**src/rtl/pocket_i2s_rx.sv**
```systemverilog
// Philips I2S receiver: oversamples an asynchronous SCLK/LRCK/DAT stream in the
// iCLK_74 domain and presents each completed stereo pair with a one-cycle strobe.
module pocket_i2s_rx #(
    parameter int BITS    = 16,
    parameter int SIGNED  = 1,
    parameter int TIMEOUT = 256
) (
    input  logic            iCLK_74,
    input  logic            iRST,
    input  logic            I2S_SCLK,
    input  logic            I2S_LRCK,
    input  logic            I2S_DAT,
    output logic [BITS-1:0] AUDIO_L,
    output logic [BITS-1:0] AUDIO_R,
    output logic            AUDIO_VALID,
    output logic            LOCKED
);

    localparam int TW       = $clog2(TIMEOUT + 1);
    localparam int PIN_SCLK = 0;
    localparam int PIN_LRCK = 1;
    localparam int PIN_DAT  = 2;

    typedef enum logic [1:0] {
        ST_IDLE  = 2'd0,
        ST_ALIGN = 2'd1,
        ST_RUN   = 2'd2
    } state_t;

    logic [2:0] pin_w;
    logic [2:0] sync1_q, sync1_d;
    logic [2:0] sync2_q, sync2_d;
    logic       sclk_hist_q, sclk_hist_d;

    logic       sclk_rise_w;
    logic       lrck_w;
    logic       dat_w;
    logic       lrck_change_w;
    logic       tmo_hit_w;

    state_t          state_q, state_d;
    logic            prev_lrck_q, prev_lrck_d;
    logic [BITS-1:0] shift_q, shift_d;
    logic [BITS-1:0] shift_bit_w;
    logic [BITS-1:0] sample_w;
    logic [5:0]      bitcnt_q, bitcnt_d;
    logic [5:0]      bitcnt_inc_w;
    logic [BITS-1:0] held_left_q, held_left_d;
    logic            have_left_q, have_left_d;
    logic [BITS-1:0] audio_l_q, audio_l_d;
    logic [BITS-1:0] audio_r_q, audio_r_d;
    logic            valid_q, valid_d;
    logic            locked_q, locked_d;
    logic [TW-1:0]   tmo_q, tmo_d;

    assign pin_w = {I2S_DAT, I2S_LRCK, I2S_SCLK};

    always_comb begin
        sync1_d     = pin_w;
        sync2_d     = sync1_q;
        sclk_hist_d = sync2_q[PIN_SCLK];
    end

    // Synchroniser chain carries no reset so in-flight pin edges survive iRST.
    always_ff @(posedge iCLK_74) begin
        sync1_q     <= sync1_d;
        sync2_q     <= sync2_d;
        sclk_hist_q <= sclk_hist_d;
    end

    assign sclk_rise_w   = sync2_q[PIN_SCLK] & ~sclk_hist_q;
    assign lrck_w        = sync2_q[PIN_LRCK];
    assign dat_w         = sync2_q[PIN_DAT];
    assign lrck_change_w = (lrck_w != prev_lrck_q);

    // Shift register with the current bit already placed at its MSB-first slot.
    genvar gi;
    generate
        for (gi = 0; gi < BITS; gi++) begin : g_place
            assign shift_bit_w[gi] = (bitcnt_q == 6'(BITS - 1 - gi)) ? dat_w : shift_q[gi];
        end
    endgenerate

    always_comb begin
        sample_w = shift_bit_w;
        if (SIGNED == 0) begin
            sample_w[BITS-1] = ~shift_bit_w[BITS-1];
        end
    end

    assign bitcnt_inc_w = (bitcnt_q == 6'd63) ? bitcnt_q : bitcnt_q + 6'd1;

    assign tmo_hit_w = !sclk_rise_w && (tmo_q == TW'(TIMEOUT - 1));

    always_comb begin
        tmo_d = tmo_q;
        if (sclk_rise_w) begin
            tmo_d = '0;
        end else if (tmo_q != TW'(TIMEOUT)) begin
            tmo_d = tmo_q + TW'(1);
        end
    end

    always_comb begin
        state_d     = state_q;
        prev_lrck_d = prev_lrck_q;
        shift_d     = shift_q;
        bitcnt_d    = bitcnt_q;
        held_left_d = held_left_q;
        have_left_d = have_left_q;
        audio_l_d   = audio_l_q;
        audio_r_d   = audio_r_q;
        valid_d     = 1'b0;
        locked_d    = locked_q;

        if (sclk_rise_w) begin
            case (state_q)
                ST_IDLE: begin
                    prev_lrck_d = lrck_w;
                    state_d     = ST_ALIGN;
                end
                ST_ALIGN: begin
                    if (lrck_change_w) begin
                        prev_lrck_d = lrck_w;
                        shift_d     = '0;
                        bitcnt_d    = '0;
                        state_d     = ST_RUN;
                    end
                end
                ST_RUN: begin
                    if (lrck_change_w) begin
                        // This bit closes the old slot; commit it, then open the new one.
                        if (!prev_lrck_q) begin
                            held_left_d = sample_w;
                            have_left_d = 1'b1;
                        end else if (have_left_q) begin
                            audio_l_d   = held_left_q;
                            audio_r_d   = sample_w;
                            valid_d     = 1'b1;
                            locked_d    = 1'b1;
                            have_left_d = 1'b0;
                        end
                        prev_lrck_d = lrck_w;
                        shift_d     = '0;
                        bitcnt_d    = '0;
                    end else begin
                        shift_d  = shift_bit_w;
                        bitcnt_d = bitcnt_inc_w;
                    end
                end
                default: begin
                    state_d = ST_IDLE;
                end
            endcase
        end else if (tmo_hit_w) begin
            locked_d    = 1'b0;
            state_d     = ST_IDLE;
            have_left_d = 1'b0;
            bitcnt_d    = '0;
        end
    end

    always_ff @(posedge iCLK_74) begin
        if (iRST) begin
            state_q     <= ST_IDLE;
            prev_lrck_q <= 1'b0;
            shift_q     <= '0;
            bitcnt_q    <= '0;
            held_left_q <= '0;
            have_left_q <= 1'b0;
            audio_l_q   <= '0;
            audio_r_q   <= '0;
            valid_q     <= 1'b0;
            locked_q    <= 1'b0;
            tmo_q       <= '0;
        end else begin
            state_q     <= state_d;
            prev_lrck_q <= prev_lrck_d;
            shift_q     <= shift_d;
            bitcnt_q    <= bitcnt_d;
            held_left_q <= held_left_d;
            have_left_q <= have_left_d;
            audio_l_q   <= audio_l_d;
            audio_r_q   <= audio_r_d;
            valid_q     <= valid_d;
            locked_q    <= locked_d;
            tmo_q       <= tmo_d;
        end
    end

    assign AUDIO_L     = audio_l_q;
    assign AUDIO_R     = audio_r_q;
    assign AUDIO_VALID = valid_q;
    assign LOCKED      = locked_q;

endmodule

```
**config.mk**
```make
export PLATFORM = sky130hd
export DESIGN_NAME = pocket_i2s_rx
export DESIGN_NICKNAME = d
export VERILOG_FILES = /design/src/rtl/pocket_i2s_rx.sv
export SDC_FILE = /design/constraint.sdc
export NUM_CORES = 1
export LEC_CHECK = 0
export BUFFER_PORTS_ARGS = -buffer_cell sky130_fd_sc_hd__buf_2
export CORE_ASPECT_RATIO = 1.5
export CORE_MARGIN = 2
export CORE_UTILIZATION = 40
export CTS_CLUSTER_DIAMETER = 40
export DETAILED_ROUTE_END_ITERATION = 10
export SETUP_SLACK_MARGIN = 0.1
export SLEW_MARGIN = 20
export SYNTH_ARGS = -nofsm -noshare
export SYNTH_HDL_FRONTEND = slang
export SYNTH_SLANG_ARGS = --single-unit
export TNS_END_PERCENT = 10
```
**constraint.sdc**
```tcl
create_clock -name iCLK_74 -period 3.9 [get_ports iCLK_74]
set_input_delay 0.975 -clock iCLK_74 [delete_from_list [all_inputs] [get_ports iCLK_74]]
set_output_delay 0.975 -clock iCLK_74 [all_outputs]
set_load 0.02 [all_outputs]
```
==> results.cfg, run 1 <==
[timing]
slew_viol_final = 0
max_freq_mhz = 433
hold_violations = 0
clock_skew_ps = 6.94
fin_crit_sh = 0.592
setup_tns_ps = 0
layout_min_cycle_time_ps = 2310
worstMarginPinSlew_ps = 853
layout_setup_ws_ps = 1590
slew_headroom = 0.430
fin_hold_ws_ps = 327
rsz0062_at_grt = false
setup_viol = 0

[synthesis]
yosys.area.top_type_share = 0.501
synth_top_family_by_area = simple AND/OR/NAND/NOR gates
synth_edf_count = 0
ys_types = 39
ys_ff_latch = 92
async_flop_share = 0
synth_area_leaders = dfxtp_1 50%, a211oi_1 6.9%, mux2i_1 4.9%
yosys_warnings = 0
synth-simple-area-share = 0.188
synth_seq_area_share = 0.501
syn-cell-area_um2 = 3680
synth_area_leader_cell = dfxtp_1
synthAdderAreaFrac = 0.0374
synth_compound_area_frac = 0.168
ys.flop_type = dfxtp_1
synth_xor_area_frac = 0.0167
synth.avg_cell_area_um2 = 9.33
syn_nets = 410
synth.area.mux_share = 0.0490
netlist_instances = 394

[worst_setup_path]
worstReg2RegEnd = bitcnt_q[4]
crit_required_ps = 4180
cp_data_arrival_time_ps = 2590
cp_max_fo = 19
worst_setup_path_start_kind = register
cp-end-kind = register
worst-setup-path-type = reg -> reg
ff2ff_path_depth = 6
rr_startpoint = state_q[0]
r2r_slack_ps = 1590

[drt]
drtIter0Drc = 112
wl_per_cell_um = 13.1
num_vias = 2775
vias_per_cell = 5.20
route.detailed.drc = 0
ant_nets = 0
dr.pass1.iters = 5
routed_wirelength_mm = 6.99

[global_route]
grt_pass1_wl_mm = 12.2
grt_start_max_net_pins = 60
grt_overflow = 0
grt_pass1_vias = 2641
antenna_found_initial = 0
grt_usage = 0.156

[run]
cap_viol_max_count = 0

[hold_path]
min_path_type = reg -> reg
hp-start = sync1_q[0]
holdPathEnd = sync2_q[0]
hold_depth = 0

[place]
dp_slack_ps = 1390
io_buffers = 38
post-dp-hpwl_mm = 4.84
gp_congestion = 0.795

[die]
coreArea_um2 = 8880
die_area_um2 = 9990
die_w_um = 82.3
start_util = 0.414
rows = 42
num_io_pins = 39
die_y_um = 121

[clocking]
clk_pin_slew_ps = 60
cts_buffers = 9
cts-hold-fix-buffers = 0
post_cts_buffers = 0
cts_root_buf = clkbuf_16
clock_path_buffers = 2
cts_tree = built
cts.sinks = 92
clk_latency_ps = 340
htree_num_levels = 3
post_cts_resized = 0

[layout]
syn_to_final_growth_pct = 14.3
nets = 435
insertedDiodeCount = 0
n_fill_cell = 868
drive_above_1_share = 0.142

[outcome]
status = complete, no violations

[pwr]
power_density_nw_per_um2 = 432
vdd_drop_max_mv = 0.238
leakagePower_nw = 1.67
[state kept, by name, summed over array words and instances (netlist names), 2 cells and up]
name         flops
AUDIO_R         16
bitcnt_q         6
sync1_q          3
state_q          2
shift_q         16
held_left_q     16
AUDIO_L         16
sync2_q          3
tmo_q            9
[Yosys cell counts, types with 2 or more instances]
| cell | instances |
|---|---|
| and3_1 | 6 |
| nand2b_1 | 3 |
| nand3b_1 | 2 |
| nor3b_1 | 8 |
| nor2_1 | 47 |
| a211oi_1 | 34 |
| ha_1 | 11 |
| nand3_1 | 10 |
| a41o_1 | 3 |
| mux2i_1 | 18 |
| nor4_1 | 3 |
| a21o_1 | 2 |
| nand2_1 | 47 |
| buf_2 | 8 |
| nand4_1 | 2 |
| inv_1 | 10 |
| and3b_1 | 2 |
| nor3_1 | 5 |
| a211o_1 | 2 |
| o2bb2ai_1 | 17 |
| nor2b_1 | 4 |
| xnor2_1 | 4 |
| xor2_1 | 3 |
| a21oi_1 | 21 |
| clkbuf_1 | 17 |
| dfxtp_1 | 92 |
[layout by cell type, fill, tap and decap left out, drive strengths merged, types with 6 or more instances in the layout]
cell / Yosys / routed
buf: 9 / 40
nand2: 47 / 47
and3: 6 / 6
nor3b: 8 / 8
o2bb2ai: 17 / 17
inv: 10 / 11
mux2i: 18 / 18
dfxtp: 92 / 92
a21oi: 21 / 21
a211oi: 34 / 34
clkbuf: 17 / 11
nand3: 10 / 10
nor2: 47 / 47
ha: 11 / 11
[how the worst max path moves through the flow]
stage | from | endpoint | slack (ps) | cells after the start
3_5_place_dp | iRST | bitcnt_q[4] | 1390 | 5
3_3_place_gp | iRST | bitcnt_q[4] | 1470 | 5
5_1_grt | state_q[0] | bitcnt_q[4] | 1360 | 6
6_report | state_q[0] | bitcnt_q[4] | 1590 | 6
4_1_cts | state_q[0] | held_left_q[1] | 1590 | 6
2_1_floorplan | tmo_q[0] | bitcnt_q[4] | 1890 | 8
[layer usage]
metal,share of wire,vias up,GRT usage
met5,0,-,0
met4,0.015,0,0.0646
met3,0.032,8,0.0335
met2,0.51,45,0.259
met1,0.44,1278,0.190
li1,-,1444,-
[cells by family (layout without fill, tap and decap cells)]
family	count (synthesis)	after routing
simple gates	145	145
flops	92	92
compound gates	85	85
buf+inv	36	66
mux	18	18
fa+ha+maj	11	11
xor+xnor	7	7
[metrics by stage]
step / area [um^2] / total power [mW] / instances / utilization
3_3_place_gp: 3910 / 1.01 / 518 / 0.440
5_1_grt: 4200 / 1.88 / 534 / 0.473
6_report: 4200 / 1.82 / 534 / 0.473
2_1_floorplan: 3680 / 1.00 / 394 / -
4_1_cts: 4200 / 1.84 / 534 / 0.473
3_5_place_dp: 3910 / 1.01 / 518 / 0.440
[worst max-delay path: stages (launching register included)]
cell and delay, ps:
dfxtp_1 330, inv_1 100, ha_1 280, and3b_1 290, nand4_1 700, nor3_1 410, a221o_1 150
[power breakdown]
| part | switching [mW] | leakage [nW] | internal (mW) |
|---|---|---|---|
| clock network | 0.358 | 0.142 | 0.468 |
| registers | 0.00711 | 0.744 | 0.946 |
| logic | 0.0253 | 0.781 | 0.0118 |
| total | 0.391 | 1.67 | 1.43 |
[area by class of cell]
| cell class | instances | area, um^2 | share of cell area |
|---|---|---|---|
| sequential | 92 | 1840 | 0.438 |
| multi-input combinational | 266 | 1690 | 0.403 |
| clock inverter | 5 | 35.0 | 0.00834 |
| timing repair buffer | 40 | 205 | 0.0488 |
| clock buffer | 11 | 253 | 0.0601 |
| tap | 110 | 138 | 0.0327 |
| inverter | 10 | 37.5 | 0.00893 |
(Power assumes the default switching activity.)
==> run 2: changes to the inputs <==
==> constraint.sdc (replaced) <==
create_clock -name iCLK_74 -period 2.2 [get_ports iCLK_74]
set_input_delay 0.55 -clock iCLK_74 [delete_from_list [all_inputs] [get_ports iCLK_74]]
set_output_delay 0.55 -clock iCLK_74 [all_outputs]
set_load 0.02 [all_outputs]
==> run 2 against run 1 <==
Effect of this change: non-clock buffer count up 12; via count down 0.61%; hold slack worse by 16 ps; critical endpoint unchanged; die area unchanged; highest routed layer unchanged; largest cell class unchanged; clock skew about the same; first-iteration DRC count up 22%; combinational power up 87%; final cell count up 2.1%; wire length up 2.0%.
==> results.cfg, run 2 (same netlist as run 1, synthesis figures left out) <==
[outcome]
status = complete, no violations

[clocking]
clk_pin_slew_ps = 60
cts.sinks = 92
htree_num_levels = 3
clock_path_buffers = 2
clk_latency_ps = 340
cts_root_buf = clkbuf_16
cts_tree = built
cts_buffers = 9

[timing]
hold_violations = 0
layout_min_cycle_time_ps = 1980
layout_setup_ws_ps = 219
rsz0062_at_grt = false
slew_headroom = 0.567
worstMarginPinSlew_ps = 650
max_freq_mhz = 505
setup_tns_ps = 0
fin_crit_sh = 0.901
clock_skew_ps = 6.95
slew_viol_final = 0
setup_viol = 0

[die]
coreArea_um2 = 8880
die_area_um2 = 9990
rows = 42
die_w_um = 82.3
die_y_um = 121
start_util = 0.414
num_io_pins = 39

[pwr]
swShare = 0.202
p_int_mw = 2.61
sequentialPowerShare = 0.517
p_clk_frac = 0.462
switchingPower_uw = 661
pwr-share-comb = 0.021
power_density_nw_per_um2 = 755
leakagePower_nw = 1.74
vdd_drop_max_mv = 0.389

[drt]
drtIter0Drc = 137
dr.pass1.iters = 4
num_vias = 2758
route.detailed.drc = 0
routed_wirelength_mm = 7.13
wl_per_cell_um = 13.1
ant_nets = 0
vias_per_cell = 5.06

[global_route]
antenna_found_initial = 0
grt_usage = 0.159
grt_pass1_wl_mm = 12.3
grt_start_max_net_pins = 50
grt_pass1_vias = 2782
grt_overflow = 0

[worst_setup_path]
slowest_delay_ps = 380
cp-end-kind = register
worst_setup_path_start_kind = register
cp_data_arrival_time_ps = 2200
crit_chain = and3_1 > and3_1 > and3_1 > ha_1 > and2_2 > and4bb_4 > a221o_1
worst-setup-path-type = reg -> reg
crit_top_cell = and3_1
slowest_stage = dfxtp_1
r2r_slack_ps = 220
cp_max_fo = 6
crit_required_ps = 2420

[place]
post-dp-hpwl_mm = 5.14
dp.cells = 530
dp_slack_ps = 78.8
io_buffers = 38
gp_congestion = 0.827

[layout]
layout_common_cells = 89 x dfxtp_1, 47 x nand2_1, 46 x nor2_1
nets = 447
insertedDiodeCount = 0
fin_cells = 545
final_common_cell = dfxtp_1
drive_above_1_share = 0.168
syn_to_final_growth_pct = 17.8

[hold_path]
min_path_type = in -> reg

[run]
cap_viol_max_count = 0
-- run 2: changes by cell type in the layout (fill, tap and decap cells not counted), sizes merged --
cell,previous run,this run
buf,40,52
bufinv,0,1
clkbuf,11,12
clkinv,3,2
clkinvlp,1,0
inv,11,10
-- run 2: power by group through the flow --
stage	clock, mW	sequential (mW)	combinational (mW)
3_5_place_dp	0	1.73	0.0700
3_3_place_gp	0	1.73	0.0688
4_1_cts	1.56	1.69	0.0701
2_1_floorplan	0	1.72	0.0515
5_1_grt	1.63	1.69	0.0793
6_report	1.51	1.69	0.0693
-- run 2: worst paths after layout --
path                                 start     endpoint  cells after the start
worst max register to register    tmo_q[4]  bitcnt_q[4]                      7
worst max-delay path              tmo_q[4]  bitcnt_q[4]                      7
worst min-delay path              I2S_LRCK   sync1_q[1]                      1
worst min register to register  sync1_q[1]   sync2_q[1]                      0
-- run 2: layout make-up --
cell class / instances / area [um^2]
Fill cell: 872 / 4550
Sequential cell: 92 / 1850
Multi-Input combinational cell: 266 / 1700
Timing Repair Buffer: 52 / 320
Clock buffer: 12 / 246
Tap cell: 110 / 138
Clock inverter: 3 / 47.5
Inverter: 10 / 37.5
-- run 2: critical path, delay by kind of cell (launching register included) --
kind	cells	cell delay, ps
simple gates	5	1010
flops	1	380
compound gates	1	340
fa+ha+maj	1	150
-- run 2: timing repair --
action | in CTS | in global routing
setup buffers | 0 | 0
hold buffers | 0 | 0
resized for setup | 1 | 7
setup endpoints to repair | 13 | 19
-- run 2: stage by stage --
| step | instance area [um^2] | hold WS, ps | total power, mW | util |
|---|---|---|---|---|
| floorplan | 3680 | 310 | 1.77 | - |
| global placement | 4030 | 310 | 1.80 | 0.453 |
| detailed placement | 4030 | 312 | 1.80 | 0.453 |
| CTS | 4320 | 297 | 3.32 | 0.486 |
| global route | 4330 | 305 | 3.40 | 0.488 |
| finish | 4330 | 311 | 3.27 | 0.488 |
-- run 2: routing by layer --
layer,up-vias,share of wire,GRT usage
met5,-,0,0
met4,0,0.024,0.0802
met3,13,0.034,0.0394
met2,45,0.50,0.271
met1,1235,0.44,0.178
li1,1465,-,-
==> run 3: changes to the inputs <==
--- a/config.mk
+++ b/config.mk
@@ -8,9 +8,10 @@
 export BUFFER_PORTS_ARGS = -buffer_cell sky130_fd_sc_hd__buf_2
 export CORE_ASPECT_RATIO = 1.5
 export CORE_MARGIN = 2
-export CORE_UTILIZATION = 40
+export CORE_UTILIZATION = 50
 export CTS_CLUSTER_DIAMETER = 40
 export DETAILED_ROUTE_END_ITERATION = 10
+export PLACE_DENSITY = 0.7
 export SETUP_SLACK_MARGIN = 0.1
 export SLEW_MARGIN = 20
 export SYNTH_ARGS = -nofsm -noshare
==> run 3 against run 2 <==
Effect of this change: core utilization rose by 9.9 points; combinational power rose by 2%; count of clock-buffer cells in the layout did not move; worst setup slack improved by 35 ps; critical path type unchanged; critical endpoint unchanged.
==> results.cfg, run 3 (same netlist as run 1, synthesis figures left out) <==
[layout]
final-seq-area_um2 = 1840
layout_common_cells = 91 x dfxtp_1, 47 x nand2_1, 46 x nor2_1
fin_area_um2 = 4210
fin_util = 0.586
final_common_cell = dfxtp_1
syn_to_final_growth_pct = 14.5
n_fill_cell = 660
insertedDiodeCount = 0
nets = 447
multiInputGateArea_um2 = 1700
fin_cells = 536
drive_above_1_share = 0.163

[drt]
wl_per_cell_um = 13.4
route.detailed.drc = 0
routed_wirelength_mm = 7.16
vias_per_cell = 5.27
ant_nets = 0
num_vias = 2823
dr.pass1.iters = 4
drtIter0Drc = 187

[worst_setup_path]
crit_top_cell = and3_1
r2r_slack_ps = 250
worst-setup-path-type = reg -> reg
ff2ff_path_depth = 7
cp-end-kind = register
slowest_stage = dfxtp_1
path_buf_inv = 0
cp_data_arrival_time_ps = 2200
crit_required_ps = 2450
crit_chain = and3_1 > and3_1 > and3_1 > ha_1 > and2_4 > and4bb_4 > a221o_1
slowest_delay_ps = 400
cp_top_family = simple AND/OR/NAND/NOR gates
worst_setup_path_start_kind = register
worstReg2RegEnd = bitcnt_q[4]
cp_max_fo = 5
rr_startpoint = tmo_q[3]

[global_route]
grt_start_max_net_pins = 49
grt_overflow = 0
grt_pass1_wl_mm = 12.1
grt_pass1_vias = 2679
antenna_found_initial = 0
grt_usage = 0.194

[place]
gp_congestion = 0.899
dp.cells = 520
dp_slack_ps = 143
post-dp-hpwl_mm = 5.16
io_buffers = 38
place_area_um2 = 4010

[die]
rows = 38
die_w_um = 74.0
die_area_um2 = 8070
num_io_pins = 39
coreArea_um2 = 7180
start_util = 0.512
die_y_um = 109

[timing]
max_freq_mhz = 514
clock_skew_ps = 8.20
rsz0062_at_grt = false
fin_crit_sh = 0.885
layout_setup_ws_ps = 254
setup_viol = 0
fin_hold_ws_ps = 289
worstMarginPinSlew_ps = 741
layout_min_cycle_time_ps = 1950
slew_headroom = 0.505
slew_viol_final = 0
setup_tns_ps = 0
hold_violations = 0

[pwr]
vdd_drop_max_mv = 0.429
leakagePower_nw = 1.68
power_mw = 2.84
power_density_nw_per_um2 = 676

[clocking]
clk_latency_ps = 360
clock_path_buffers = 2
post_cts_buffers = 0
clk_pin_slew_ps = 80
cts-hold-fix-buffers = 0
htree_num_levels = 3
cts_buffers = 9
cts.sinks = 92
cts_tree = built
post_cts_resized = 0
cts_root_buf = clkbuf_8

[hold_path]
hold_depth = 1
holdPathEnd = sync1_q[0]
min_path_type = in -> reg
hp-start = I2S_SCLK

[run]
cap_viol_max_count = 0

[outcome]
status = complete, no violations
## run 3: routing by layer
| layer | global-route usage | up-vias | part of all wire |
|---|---|---|---|
| met1 | 0.221 | 1295 | 0.44 |
| li1 | - | 1459 | - |
| met3 | 0.0388 | 15 | 0.028 |
| met4 | 0.106 | 0 | 0.028 |
| met2 | 0.332 | 54 | 0.50 |
| met5 | 0 | - | 0 |
## run 3: cell type report
| cell class | instances | area share |
|---|---|---|
| clock buffers | 12 | 0.0321 |
| clock inverters | 4 | 0.0119 |
| inverters | 10 | 0.00892 |
| multi-input cells | 266 | 0.403 |
| flip-flops and latches | 92 | 0.438 |
| well taps | 100 | 0.0297 |
| repair buffers | 52 | 0.0761 |
## run 3: how the worst max path moves through the flow
stage | from | endpoint | slack (ps) | depth (start not counted)
after floorplan | tmo_q[0] | bitcnt_q[4] | 190 | 8
after global placement | tmo_q[0] | bitcnt_q[4] | 220 | 7
after detailed placement | state_q[1] | shift_q[5] | 140 | 6
after CTS | state_q[1] | shift_q[5] | 120 | 6
after global routing | state_q[0] | AUDIO_R[5] | 130 | 8
final | tmo_q[3] | bitcnt_q[4] | 250 | 7
## run 3: report_power, final
part	leakage, nW	internal (mW)	switching (mW)
clock network	0.0866	0.525	0.560
logic	0.849	0.0237	0.0469
registers	0.744	1.68	0.0134
total	1.68	2.22	0.621
